==> config.mk <==
export PLATFORM = sky130hd
export DESIGN_NAME = pipe_stage_reg
export DESIGN_NICKNAME = d
export VERILOG_FILES = /design/src/rtl/pipeline_pkg.sv /design/src/rtl/pipe_sat_counter.sv /design/src/rtl/pipe_stage_reg.sv
export SDC_FILE = /design/constraint.sdc
export NUM_CORES = 1
export LEC_CHECK = 0
export CAP_MARGIN = 20
export CORE_MARGIN = 4
export CORE_UTILIZATION = 43
export CTS_BUF_LIST = sky130_fd_sc_hd__clkbuf_16
export DETAILED_ROUTE_END_ITERATION = 8
export PLACE_DENSITY = 0.83
export RECOVER_POWER = 50
export SYNTH_ARGS = -nofsm -noshare
export SYNTH_HDL_FRONTEND = slang
export SYNTH_SLANG_ARGS = --single-unit
==> constraint.sdc <==
create_clock -name clk -period 3.2 [get_ports clk]
set_input_delay 0.64 -clock clk [delete_from_list [all_inputs] [get_ports clk]]
set_output_delay 0.64 -clock clk [all_outputs]
set_load 0.005 [all_outputs]
==> src/rtl/pipeline_pkg.sv <==
`default_nettype none
// ============================================================================
// Module   : pipeline_pkg
// Purpose  : Shared pipeline stage widths and the stage occupancy state type.
// Revision : 1.0 - initial release
// ============================================================================
package pipeline_pkg;

    localparam int IF_ID_W  = 64;
    localparam int ID_EX_W  = 178;
    localparam int EX_MEM_W = 155;
    localparam int MEM_WB_W = 117;

    typedef enum logic [1:0] {
        EMPTY = 2'd0,
        ONE   = 2'd1,
        TWO   = 2'd2
    } stage_state_t;

endpackage : pipeline_pkg
`default_nettype wire

==> src/rtl/pipe_sat_counter.sv <==
`default_nettype none
// ============================================================================
// Module   : pipe_sat_counter
// Purpose  : Saturating up-counter for performance events; clears on reset.
// Revision : 1.0 - initial release
// ============================================================================
module pipe_sat_counter #(
    parameter int CNT_W = 16
) (
    input  logic             clk,
    input  logic             reset,
    input  logic             inc,
    output logic [CNT_W-1:0] count
);

    logic [CNT_W-1:0] r_count;

    always_ff @(posedge clk) begin
        if (reset) begin
            r_count <= '0;
        end else if (inc && (r_count != {CNT_W{1'b1}})) begin
            r_count <= r_count + 1'b1;
        end
    end

    assign count = r_count;

endmodule : pipe_sat_counter
`default_nettype wire

==> src/rtl/pipe_stage_reg.sv <==
`default_nettype none
// ============================================================================
// Module   : pipe_stage_reg
// Purpose  : Valid/ready pipeline stage register with flush and stall counter.
//            PIPE_STAGE_SKID_EN selects the two-entry skid build with a
//            registered in_ready; otherwise a single register is used.
// Revision : 1.0 - initial release
// ============================================================================
module pipe_stage_reg
    import pipeline_pkg::*;
#(
    parameter int               WIDTH      = 64,
    parameter logic [WIDTH-1:0] RESET_DATA = {WIDTH{1'b0}},
    parameter int               CNT_W      = 16
) (
    input  logic             clk,
    input  logic             reset,
    input  logic             flush,
    input  logic             in_valid,
    output logic             in_ready,
    input  logic [WIDTH-1:0] in_data,
    output logic             out_valid,
    input  logic             out_ready,
    output logic [WIDTH-1:0] out_data,
    output logic [CNT_W-1:0] stall_cnt
);

    stage_state_t     r_state;
    stage_state_t     w_state_nxt;
    logic [WIDTH-1:0] r_main;
    logic             w_in_fire;
    logic             w_out_fire;
    logic             w_load_main;
    logic             w_out_valid;

    assign w_out_valid = (r_state != EMPTY);
    assign w_in_fire   = in_valid & in_ready;
    assign w_out_fire  = w_out_valid & out_ready;

`ifdef PIPE_STAGE_SKID_EN
    logic [WIDTH-1:0] r_skid;
    logic             r_in_ready;
    logic             w_load_skid;
    logic             w_main_from_skid;

    // Registered ready, masked during reset so the reset cycle refuses input.
    assign in_ready = r_in_ready & ~reset;

    always_comb begin
        w_state_nxt      = r_state;
        w_load_main      = 1'b0;
        w_load_skid      = 1'b0;
        w_main_from_skid = 1'b0;
        if (flush) begin
            w_state_nxt = EMPTY;
        end else begin
            case (r_state)
                EMPTY: begin
                    if (w_in_fire) begin
                        w_load_main = 1'b1;
                        w_state_nxt = ONE;
                    end
                end
                ONE: begin
                    if (w_in_fire && w_out_fire) begin
                        w_load_main = 1'b1;
                    end else if (w_in_fire) begin
                        w_load_skid = 1'b1;
                        w_state_nxt = TWO;
                    end else if (w_out_fire) begin
                        w_state_nxt = EMPTY;
                    end
                end
                TWO: begin
                    if (w_out_fire) begin
                        w_main_from_skid = 1'b1;
                        w_state_nxt      = ONE;
                    end
                end
                default: w_state_nxt = EMPTY;
            endcase
        end
    end

    always_ff @(posedge clk) begin
        if (reset) begin
            r_state    <= EMPTY;
            r_main     <= RESET_DATA;
            r_skid     <= RESET_DATA;
            r_in_ready <= 1'b1;
        end else begin
            r_state    <= w_state_nxt;
            r_in_ready <= (w_state_nxt != TWO);
            if (w_main_from_skid) begin
                r_main <= r_skid;
            end else if (w_load_main) begin
                r_main <= in_data;
            end
            if (w_load_skid) begin
                r_skid <= in_data;
            end
        end
    end
`else
    assign in_ready = ~reset & (out_ready | ~w_out_valid);

    always_comb begin
        w_state_nxt = r_state;
        w_load_main = 1'b0;
        if (flush) begin
            w_state_nxt = EMPTY;
        end else begin
            case (r_state)
                EMPTY: begin
                    if (w_in_fire) begin
                        w_load_main = 1'b1;
                        w_state_nxt = ONE;
                    end
                end
                ONE: begin
                    // in_fire in ONE implies out_fire: replace in place.
                    if (w_in_fire) begin
                        w_load_main = 1'b1;
                    end else if (w_out_fire) begin
                        w_state_nxt = EMPTY;
                    end
                end
                default: w_state_nxt = EMPTY;
            endcase
        end
    end

    always_ff @(posedge clk) begin
        if (reset) begin
            r_state <= EMPTY;
            r_main  <= RESET_DATA;
        end else begin
            r_state <= w_state_nxt;
            if (w_load_main) begin
                r_main <= in_data;
            end
        end
    end
`endif

    assign out_valid = w_out_valid;
    assign out_data  = r_main;

    pipe_sat_counter #(
        .CNT_W (CNT_W)
    ) u_stall_cnt (
        .clk   (clk),
        .reset (reset),
        .inc   (w_out_valid & ~out_ready),
        .count (stall_cnt)
    );

endmodule : pipe_stage_reg
`default_nettype wire

After elaboration in Yosys (flattened, before gate mapping):

Cells that the tools add are included.

* mux-type cells: 7
* equal/unequal tests: 5
* add/sub/neg operators: 1
* bitwise operators: 8
* reductions and logical operators: 6

Operators with widths (number)
* adder 16 x 1 -> 16 bit, second input constant: 1
* != test 16 bit, second input constant: 1
* 2-to-1 mux 2 bit: 3
* != test 2 bit, second input constant: 3
* bitwise AND 1 bit: 4
* case mux 2 bit (2 select lines): 1
* OR reduction 2 bit: 2
* 2-to-1 mux 1 bit: 3
* NOT 1 bit: 3
* AND reduction 3 bit: 1
* equality test 2 x 1 -> 1 bit, second input constant: 1
* zero test 2 bit: 1
* nonzero test 2 bit: 1
* logical AND 1 bit: 1
* bitwise OR 1 bit: 1

* output and inout bits: 82
* flip-flop bits (word level): 82
* input port bits: 69
* word-level logic and storage cells: 30

Longest topological paths before layout:

* depth in word-level cells: 8
* mapped depth: 6

Modules after synthesis:

A second synthesis with hierarchy kept.

* cells, all modules: 397
* area total of the unflattened synthesis: 3622.2 sq um

Modules (own cells, without submodules)
* pipe_stage_reg: times used 1, seq. area each 1301.2 sq um, cells each 298, area an instance 2773.9 sq um
* pipe_sat_counter: times used 1, seq. area each 320.3 sq um, cells each 99, area an instance 848.3 sq um

Worst setup path before layout:

OpenSTA, ideal clock, no wires.

* path type: input to register
* start point: input port out_ready
* end point: register u_stall_cnt.r_count[15], in the netlist u_stall_cnt.count[15]
* stages on the path: 5
* setup slack: 1.397 ns
* required time: 3.130 ns
* arrival time: 1.733 ns
* cells stage by stage: and4b_1 -> buf_6 -> nand4_4 -> or4_1 -> a21oi_1

* cells in the longest elaborated chain, start to end: 3

Ends and longest elaborated chain
* start: declaration: RTL line pipe_stage_reg.sv:23 `input logic out_ready,`
* NOT 1 bit: RTL line pipe_stage_reg.sv:154 `.inc (w_out_valid & ~out_ready),`
* bitwise AND 1 bit: RTL line pipe_stage_reg.sv:154
* logical AND 1 bit: RTL line pipe_sat_counter.sv:21 `end else if (inc && (r_count != {CNT_W{1'b1}})) begin`
* end signal: assignment: RTL line pipe_sat_counter.sv:22 `r_count <= r_count + 1'b1;`
* end: declaration: RTL line pipe_sat_counter.sv:16 `logic [CNT_W-1:0] r_count;`

Every way passes these cells.
A chain may end at the register's enable or synchronous reset.

Final worst setup path:

* start point: input port out_ready
* end point: output port in_ready

* cells in the longest elaborated chain, start to end: 2

Ends and longest elaborated chain
* bitwise OR 1 bit: RTL line pipe_stage_reg.sv:105 `assign in_ready = ~reset & (out_ready | ~w_out_valid);`
* bitwise AND 1 bit: RTL line pipe_stage_reg.sv:105
* end: declaration: RTL line pipe_stage_reg.sv:20 `output logic in_ready,`

Every way passes these cells.

==> impl_results.md <==
* CP Class: input port to primary output
* DR iter-0 viols at 134
* Worst path bufs/invs at 2
* H-tree depth at 3
* Number of global-route vias before repair at 2,979
* Crit path time final at 2668 ps
* Status: finished, final reports clean
* Tcrit/Tclk final at 83.38%
* VDD IR-drop max at 0.0002741 V
* Pin count of the biggest net entering global routing at 65
* Die area at 0.008486 mm2
* Synthesized area per cell at 8.071 um2
* Tightest Pin Transition at 1257 ps
* CP Launch Type: input port
* Crit path from: out_ready
* WL/cell at 14.23 um
* Initial antenna violation count at 0
* Max Cap Viol at 0
* Clk buf depth at 2
* Cell family with the largest share of critical-path delay: buffers and inverters
* Met3 GRT Util at 4.102%
* Cell taking the most area after synthesis: dfxtp_1
* CP max-delay cell: dlygate4sd3_1
* Clock Pin Slew Worst Setup and Hold Paths at 60 ps
* Share of the synthesized area in the top cell type at 53.29%
* ANT cells at 0
* Worst r2r src: r_state[0]
* WP depth at 4
* DRT Pass-1 Iters at 4
* DRC Markers at 0
* Top cells by area, synth: dfxtp_1 (53%), nand2_1 (16%), a21oi_1 (12%)
* Critical Path End Type: primary output
* Via density at 5.086
* Root Buffer: clkbuf_16
* Final Net Count at 588
* Most common cell after layout, fill and taps aside: nand2_1
* IO Pins at 151
* Die Ht at 92.12 um
* Number of enable flip-flop cells after synthesis at 0
* CTS tree: built
* Crit-path cells: dlygate4sd3_1 > nor2b_1 > nor2_1 > clkdlybuf4s50_1
* Async SR Flop Fraction at 0%
* WP data arrival at 2030 ps
* Worst slew margin at 16.18%
* Max Slew Vio Count at 0
* Post-DRT Antenna Nets at 0
* CTS buffer count at 9
* Leak at 1.898 nW
* FILL cells at 553
* Sequential area share after synthesis at 53.29%
* Mapped Area at 0.003043 mm2
* Cell Rows at 30
* Dpl hpwl at 6321 um
* IO buf count at 150
* Syn_nets at 447
* Largest fanout on the critical path at 5
* Total congestion overflow at 0
* Reg-to-reg slack, setup at 1160 ps
* Met1 Resource Use GR at 23.98%
* Gr busiest metal: met2
* Capturing point of the worst reg2reg path: out_data[2]
* Vias at 3,148
* CP required at 2560 ps
* Hold_buf cts at 0
* Met2 Use GR at 36.07%
* CTS Sinks at 81
* # resized after CTS at 0
* Cells after Synth at 377
* Starting Density at 44.54%
* Post-CTS Setup Repair Bufs at 0
* Post-synth cell types at 36
* PD cells at 458.0 mW/mm2
* Most frequent cells in the layout: nand2_1 (133), clkdlybuf4s50_1 (81), dfxtp_1 (81)
* End of the critical path: in_ready
* Global Route Usage Sum at 20.33%
* Hold WS at 447.2 ps
* Die X at 92.12 um
* Final setup vio count at 0
* Clk_skew at 4.470 ps
* Routed Wire Length at 8809 um
* Clock Latency Late Sink at 320 ps
* FF+latch count, synth at 81
* Core Footprint at 0.006832 mm2
* Reg2Reg Depth at 5
* HP Class: flop to flop
* Routability cong. at 0.7629
* Share of cells above drive strength 1 at 4.589%
* Fmax at 374.8 MHz
* Hold Vio Cnt, Final at 0
* Setup TNS at 0 ps
* Synth warn at 0
* Area Growth Syn to Fin at 60.49%
* CP peak stage delay at 570 ps
* Most common flop cell mapped by yosys: dfxtp_1
* RSZ-0062 raised after global routing: false
* First-pass GRT wire length at 14,160 um
## layer usage
| metal | routed length (um) | vias to the layer above |
|---|---|---|
| met5 | 0 | - |
| met4 | 157 | 0 |
| met3 | 431 | 12 |
| met2 | 4704 | 98 |
| met1 | 3517 | 1468 |
| li1 | - | 1570 |
## area by class of cell
type | count | area, um2 | share of cell area (%)
Sequential cell | 81 | 1622 | 33.21
Timing Repair Buffer | 153 | 1529 | 31.31
Multi-Input combinational cell | 269 | 1309 | 26.80
Clock buffer | 9 | 225.2 | 4.612
Tap cell | 96 | 120.1 | 2.460
Clock inverter | 7 | 63.81 | 1.307
Inverter | 4 | 15.01 | 0.3075
## cell families (layout without fill, tap and decap cells)
family                     count (synthesis)  after routing  synth area share, %
adders and majority gates                  1              1               0.4111
AOI/OAI and AO/OA                         93             93                16.49
buffers and inverters                     27            173                3.906
DFF                                       81             81                53.29
xor gates and xnor gates                   1              1               0.2879
and+or+nand+nor                          174            174                25.62
## through the flow
step                      cells  area [um2]  total power, mW  util, %  worst slack (ps)
final                       619        4883            2.237    71.48             532.0
after global routing        619        4883            2.323    71.48             421.3
after CTS                   619        4898            2.271    71.70             653.7
after detailed placement    603        4609            1.297    67.47             664.0
after global placement      603        4609            1.291    67.47             689.8
after floorplan             377        3043            1.139        -              1397
## registers in the layout (all words and copies together), names as in the netlist
| register | count |
|---|---|
| r_state | 1 |
| u_stall_cnt.count | 16 |
| out_data | 64 |
## cell usage after synthesis (all sizes together), types with 2 or more instances
master / count
nand4: 8
nand3: 5
or4: 4
and4: 2
nand2: 133
buf: 8
o21ai: 6
nor3: 4
inv: 4
o41ai: 2
dfxtp: 81
clkbuf: 14
or3: 6
a21oi: 75
o31ai: 4
nor2: 6
and3: 2
## worst min-delay path by stage
stage / from / end / slack, ps / cells past startpoint
after global routing: out_data[15] / out_data[15] / 470 / 2
after detailed placement: out_data[13] / out_data[13] / 450 / 2
after CTS: out_data[13] / out_data[13] / 450 / 2
after global placement: out_data[25] / out_data[25] / 440 / 2
final: out_data[21] / out_data[21] / 450 / 2
after floorplan: out_data[0] / out_data[0] / 450 / 2
## where the power goes
group,total (mW),internal (mW),switching (mW)
registers,1.05,1.04,0.0132
logic,0.210,0.128,0.0820
clock network,0.977,0.597,0.380
## worst reg2reg max path, delay by kind of cell (launching register included)
family,cells,cell delay [ps]
DFF,1,370
buffers and inverters,1,930
and+or+nand+nor,3,470
AOI/OAI and AO/OA,1,200
Note: power is estimated with default switching activity, not from simulation.
